`src/rtl/matrix_rx_loader.sv`:
```
`default_nettype none
// ============================================================================
//  Module   : matrix_rx_loader
//  Purpose  : Assembles UART RX bytes (MSB-first) into N x N matrix elements
//             and writes them row-major into the A then B operand buffers.
//             Pulses load_done when both are full and frame_err when a
//             stalled frame is aborted by the inter-byte timeout.
//  Revision : 1.0  initial release
// ============================================================================
module matrix_rx_loader #(
    parameter int N           = 2,
    parameter int ELEM_W      = 8,
    parameter int ADDR_W      = 4,
    parameter int TIMEOUT_CYC = 1000
) (
    input  logic              clk,
    input  logic              rst,
    input  logic              rx_valid,
    input  logic [7:0]        rx_data,
    input  logic              load_en,
    output logic              wr_en_a,
    output logic              wr_en_b,
    output logic [ADDR_W-1:0] wr_addr,
    output logic [ELEM_W-1:0] wr_data,
    output logic              load_done,
    output logic              frame_err,
    output logic              busy
);

    localparam int BYTES = ELEM_W / 8;
    localparam int NN    = N * N;
    localparam int BCW   = (BYTES > 1) ? $clog2(BYTES) : 1;
    localparam int ICW   = $clog2(TIMEOUT_CYC);

    typedef enum logic [1:0] {
        ST_IDLE   = 2'd0,
        ST_LOAD_A = 2'd1,
        ST_LOAD_B = 2'd2,
        ST_DONE   = 2'd3
    } state_t;

    state_t            state_q;
    state_t            state_d;
    logic [BCW-1:0]    byte_cnt_q;
    logic [ADDR_W-1:0] elem_cnt_q;
    logic [ICW-1:0]    idle_cnt_q;

    logic              wr_en_a_q;
    logic              wr_en_b_q;
    logic [ADDR_W-1:0] wr_addr_q;
    logic [ELEM_W-1:0] wr_data_q;
    logic              load_done_q;
    logic              frame_err_q;
    logic              busy_q;

    logic              w_in_load;
    logic              w_accept;
    logic              w_byte_last;
    logic              w_elem_last;
    logic              w_timeout;
    logic [ELEM_W-1:0] w_asm;

    assign w_in_load   = (state_q == ST_LOAD_A) || (state_q == ST_LOAD_B);
    // A byte is taken in IDLE only when a new frame is allowed; inside a frame always.
    assign w_accept    = rx_valid && (((state_q == ST_IDLE) && load_en) || w_in_load);
    assign w_byte_last = (byte_cnt_q == BCW'(BYTES - 1));
    assign w_elem_last = (elem_cnt_q == ADDR_W'(NN - 1));
    // A byte arriving in the expiry cycle cancels the timeout.
    assign w_timeout   = w_in_load && !rx_valid && (idle_cnt_q == ICW'(TIMEOUT_CYC - 1));

    generate
        if (BYTES == 1) begin : g_single_byte
            assign w_asm = rx_data;
        end else begin : g_multi_byte
            // Only the lower ELEM_W-8 bits of the shift register are ever
            // needed: the top byte of a completed element is shifted out.
            logic [ELEM_W-9:0] shreg_q;

            // Accumulate earlier bytes of the element being assembled.
            always_ff @(posedge clk) begin
                if (rst) begin
                    shreg_q <= '0;
                end else if (w_accept) begin
                    shreg_q <= w_asm[ELEM_W-9:0];
                end
            end

            assign w_asm = {shreg_q, rx_data};
        end
    endgenerate

    // Next-state decode: the buffer switch happens on the last element's write.
    always_comb begin
        state_d = state_q;
        case (state_q)
            ST_IDLE: begin
                if (w_accept) begin
                    if (w_byte_last && w_elem_last) begin
                        state_d = ST_LOAD_B;
                    end else begin
                        state_d = ST_LOAD_A;
                    end
                end
            end
            ST_LOAD_A: begin
                if (w_timeout) begin
                    state_d = ST_IDLE;
                end else if (w_accept && w_byte_last && w_elem_last) begin
                    state_d = ST_LOAD_B;
                end
            end
            ST_LOAD_B: begin
                if (w_timeout) begin
                    state_d = ST_IDLE;
                end else if (w_accept && w_byte_last && w_elem_last) begin
                    state_d = ST_DONE;
                end
            end
            ST_DONE: begin
                state_d = ST_IDLE;
            end
            default: begin
                state_d = ST_IDLE;
            end
        endcase
    end

    // State, counters and registered outputs.
    always_ff @(posedge clk) begin
        if (rst) begin
            state_q     <= ST_IDLE;
            byte_cnt_q  <= '0;
            elem_cnt_q  <= '0;
            idle_cnt_q  <= '0;
            wr_en_a_q   <= 1'b0;
            wr_en_b_q   <= 1'b0;
            wr_addr_q   <= '0;
            wr_data_q   <= '0;
            load_done_q <= 1'b0;
            frame_err_q <= 1'b0;
            busy_q      <= 1'b0;
        end else begin
            state_q     <= state_d;
            busy_q      <= (state_d == ST_LOAD_A) || (state_d == ST_LOAD_B);
            wr_en_a_q   <= 1'b0;
            wr_en_b_q   <= 1'b0;
            load_done_q <= (state_q == ST_DONE);
            frame_err_q <= w_timeout;

            if (w_timeout) begin
                // Abort: the partial element is simply forgotten.
                byte_cnt_q <= '0;
                elem_cnt_q <= '0;
                idle_cnt_q <= '0;
            end else if (w_accept) begin
                idle_cnt_q <= '0;
                if (w_byte_last) begin
                    byte_cnt_q <= '0;
                    wr_addr_q  <= elem_cnt_q;
                    wr_data_q  <= w_asm;
                    wr_en_a_q  <= (state_q != ST_LOAD_B);
                    wr_en_b_q  <= (state_q == ST_LOAD_B);
                    elem_cnt_q <= w_elem_last ? '0 : (elem_cnt_q + ADDR_W'(1));
                end else begin
                    byte_cnt_q <= byte_cnt_q + BCW'(1);
                end
            end else if (w_in_load) begin
                idle_cnt_q <= idle_cnt_q + ICW'(1);
            end
        end
    end

    assign wr_en_a   = wr_en_a_q;
    assign wr_en_b   = wr_en_b_q;
    assign wr_addr   = wr_addr_q;
    assign wr_data   = wr_data_q;
    assign load_done = load_done_q;
    assign frame_err = frame_err_q;
    assign busy      = busy_q;

endmodule
`default_nettype wire

```
`config.mk`:
```
export PLATFORM = sky130hd
export DESIGN_NAME = matrix_rx_loader
export DESIGN_NICKNAME = d
export VERILOG_FILES = /design/src/rtl/matrix_rx_loader.sv
export SDC_FILE = /design/constraint.sdc
export NUM_CORES = 1
export LEC_CHECK = 0
export CAP_MARGIN = 0
export CORE_MARGIN = 2
export CORE_UTILIZATION = 47
export CTS_BUF_LIST = sky130_fd_sc_hd__clkbuf_4 sky130_fd_sc_hd__clkbuf_8
export CTS_CLUSTER_SIZE = 30
export DETAILED_ROUTE_END_ITERATION = 10
export PLACE_DENSITY_LB_ADDON = 0.3
export SETUP_SLACK_MARGIN = 0.05
export SLEW_MARGIN = 40
export SYNTH_ARGS = -nofsm -noshare
export SYNTH_HDL_FRONTEND = slang
export SYNTH_SLANG_ARGS = --single-unit
```
`constraint.sdc`:
```
create_clock -name clk -period 2 [get_ports clk]
set_clock_uncertainty 0.2 [all_clocks]
set_input_delay 0.6 -clock clk [delete_from_list [all_inputs] [get_ports clk]]
set_output_delay 0.6 -clock clk [all_outputs]
set_load 0.01 [all_outputs]
```
==> impl_metrics.tcl, run 1 <==
set metrics [dict create \
    rsz0062_at_grt "false" \
    dieHeight_um 59.5 \
    critPathKind "input port to flop" \
    critPathRequiredTime_ps 2080 \
    slew_headroom 0.778 \
    cp-start-kind "input port" \
    nets 214 \
    status "complete, no violations" \
    core_mm2 0.00300 \
    worstSetupEndpointType "flop" \
    worstPathCellList "clkdlybuf4s50_1 > a21o_4 > nand3_1 > or3b_1 > a21oi_2" \
    p_total_mw 1.30 \
    crit_path_max_incr_delay_ps 510 \
    cts_tree "built" \
    power_density_mw_per_mm2 697 \
    tightest_slew_ps 333 \
    clkSinkCount 33 \
    finalCritPeriodShare 0.926 \
    hold_path_class "flop to flop" \
    synth_area_mm2 0.00145 \
    synthToLayoutAreaGrowth_pct 28.1 \
    path_buf_inv 1 \
    cap_violations 0 \
    clock_path_buffers 2 \
    drc 0 \
    io-pin-count 29 \
    via_per_inst 5.15 \
    dieArea_mm2 0.00355 \
    regToRegSetupSlack_ps 180 \
    critical_path_cell_count 5 \
    synth-seq-cells 33 \
    arrival_ps 1930 \
    cp_slowest_cell "clkdlybuf4s50_1" \
    crit_fanout 7 \
    drt_pass1_iterations 3 \
    port_buffers 28 \
    antenna_found_initial 0 \
    synthCells 159 \
    critical-path-top-delay-family "buffers and inverters" \
    finalHoldViolCount 0 \
    grt_pass1_vias 1147 \
    layoutNonFillerInstCount 229 \
    maxSlewViolCount 0 \
    dp_cells 222 \
    clk_pin_slew_ps 90 \
    place_congestion 0.755 \
    start_util 0.483 \
    vias 1179 \
    drtAntennaViolNets 0 \
    drt-total-wl_mm 2.85 \
    synth_cell_types 40 \
    h-tree-depth 2 \
    cts_setup_buffers 0 \
    clkLatencyLatePin_ps 340 \
    syn-num-nets 177 \
    wl_per_cell_um 12.4 \
    fin_crit_ps 1850 \
    synth.yosys.seq_area_share 0.456 \
    num_rows 20 \
    dp_hpwl_mm 2.19 \
    grt_pass1_wl_mm 4.61 \
    max_freq_mhz 540 \
    grt_use_total 0.180 \
    ys_warn_count 0 \
    reg2reg_from "state_q[0]" \
    reg2reg_depth 6 \
    holdPathStages 2 \
    avgSynthCellArea_um2 9.12 \
    timing.rr.end "elem_cnt_q[2]" \
    root_buffer "clkbuf_4" \
    holdPathEnd "wr_addr[2]" \
    setup_viol_count_final 0 \
    die_x_um 59.5 \
    min_from "wr_addr[2]" \
    power_leakage_nw 0.787 \
    drtIter0Drc 17 \
    drive_gt1_frac 0.153 \
    cts_buffers 5 \
    vdd_drop_max_mv 0.401 \
    grt_remaining_overflow 0 \
    grt_max_degree 13 \
    diodes 0 \
]
report_power, final:
| group | switching, mW | internal [mW] | leakage [nW] |
|---|---|---|---|
| clock | 0.201 | 0.179 | 0.0348 |
| combinational | 0.106 | 0.113 | 0.484 |
| sequential | 0.0147 | 0.682 | 0.268 |
layout make-up:
class	instances	area [um2]
clock buffers	7	58.8
repair buffers	37	338
well taps	33	41.3
inverters	4	15.0
multi-input cells	115	743
fillers	261	1140
flip-flops and latches	33	662
metal layers:
metal	track usage	up-vias	wire length, um
li1	-	608	-
met2	0.317	16	1470
met1	0.185	548	1200
met5	0	-	0
met4	0.0952	0	64
met3	0.0655	7	118
flip-flops by register name, summed over array words and instances (netlist names):
name / count
elem_cnt_q: 4
wr_data: 8
wr_addr: 4
wr_en_a: 1
frame_err: 1
load_done: 1
state_q: 2
busy: 1
idle_cnt_q: 10
wr_en_b: 1
what timing repair did:
action | CTS | global route
pin swaps | 0 | 1
gates resized for setup | 20 | 3
setup endpoints to repair | 28 | 12
hold buffers | 0 | 0
worst register-to-register path, stage by stage, from the launching register on:
cell     delay [ps]
dfxtp_1         360
inv_1           110
ha_4            310
a21o_4          130
nand3_1         100
or3b_1          410
a21oi_2         130
cells in the mapped netlist:
| library cell | number | area share |
|---|---|---|
| a21bo_1 | 1 | 0.0069 |
| a21boi_2 | 1 | 0.0078 |
| a21o_4 | 1 | 0.010 |
| a21oi_1 | 12 | 0.041 |
| a21oi_2 | 1 | 0.0060 |
| a32o_1 | 1 | 0.0069 |
| a41oi_1 | 2 | 0.012 |
| and2_1 | 1 | 0.0043 |
| and2_2 | 1 | 0.0052 |
| and3_1 | 2 | 0.0086 |
| and3_4 | 1 | 0.0078 |
| and4_2 | 1 | 0.0069 |
| buf_1 | 1 | 0.0026 |
| buf_2 | 1 | 0.0034 |
| buf_6 | 4 | 0.031 |
| clkbuf_1 | 1 | 0.0026 |
| dfxtp_1 | 33 | 0.46 |
| ha_1 | 6 | 0.052 |
| inv_1 | 4 | 0.010 |
| mux2i_1 | 3 | 0.021 |
| nand2_1 | 32 | 0.083 |
| nand2_2 | 1 | 0.0043 |
| nand2b_1 | 2 | 0.0086 |
| nand3_1 | 4 | 0.014 |
| nand3b_1 | 1 | 0.0052 |
| nand3b_2 | 1 | 0.0078 |
| nand4_1 | 2 | 0.0086 |
| nor2_1 | 15 | 0.039 |
| nor2b_1 | 1 | 0.0043 |
| nor3_1 | 3 | 0.010 |
| nor3b_1 | 1 | 0.0052 |
| nor3b_2 | 1 | 0.0086 |
| nor4_1 | 1 | 0.0043 |
| nor4b_2 | 1 | 0.010 |
| o211ai_1 | 2 | 0.010 |
| o21ai_1 | 1 | 0.0034 |
| or3_1 | 1 | 0.0043 |
| or3b_1 | 1 | 0.0060 |
| xnor2_1 | 4 | 0.024 |
| xor2_1 | 6 | 0.036 |
logic make-up after synthesis:
group	after synthesis	synth area share
fa+ha+maj	6	0.0518
mux	3	0.0207
xor+xnor	10	0.0604
flops	33	0.456
buf+inv	11	0.0500
simple gates	74	0.256
compound gates	22	0.105
per-stage QoR:
step           hold WS [ps]  instance area (um2)  utilization  worst slack, ps  TNS (ps)
5_1_grt                 286                 1860        0.619             66.9         0
4_1_cts                 263                 1840        0.613             79.2         0
2_1_floorplan           254                 1450            -             96.4         0
3_5_place_dp            253                 1790        0.598             -346     -6990
6_report                255                 1860        0.619              148         0
3_3_place_gp            241                 1790        0.598             -269     -5250
cells in the final DEF (no fill, tap or decap), types with 4 or more instances in the layout:
cell and instances:
xor2_1 6, nor2_1 15, inv_1 4, nand3_1 4
ha_1 5, dlygate4sd2_1 18, buf_4 8, a21oi_1 12
nand2_1 32, clkbuf_4 6, clkdlybuf4s50_1 10, xnor2_1 4
dfxtp_1 32
worst max path at each step:
| stage | from | to |
|---|---|---|
| after floorplan | state_q[0] | elem_cnt_q[1] |
| after global placement | rx_valid | busy |
| after detailed placement | rx_valid | idle_cnt_q[7] |
| after CTS | state_q[1] | elem_cnt_q[2] |
| after global routing | state_q[0] | busy |
| final | load_en | elem_cnt_q[2] |
(Power assumes the default switching activity.)
==> inputs of run 2 (changes only) <==
--- a/config.mk
+++ b/config.mk
@@ -11,6 +11,7 @@
 export CTS_BUF_LIST = sky130_fd_sc_hd__clkbuf_4 sky130_fd_sc_hd__clkbuf_8
 export CTS_CLUSTER_SIZE = 30
 export DETAILED_ROUTE_END_ITERATION = 10
+export HOLD_SLACK_MARGIN = 0.06
 export PLACE_DENSITY_LB_ADDON = 0.3
 export SETUP_SLACK_MARGIN = 0.05
 export SLEW_MARGIN = 40
==> results of run 2 <==
Final layout, timing and power as in run 1 (identical DEF).
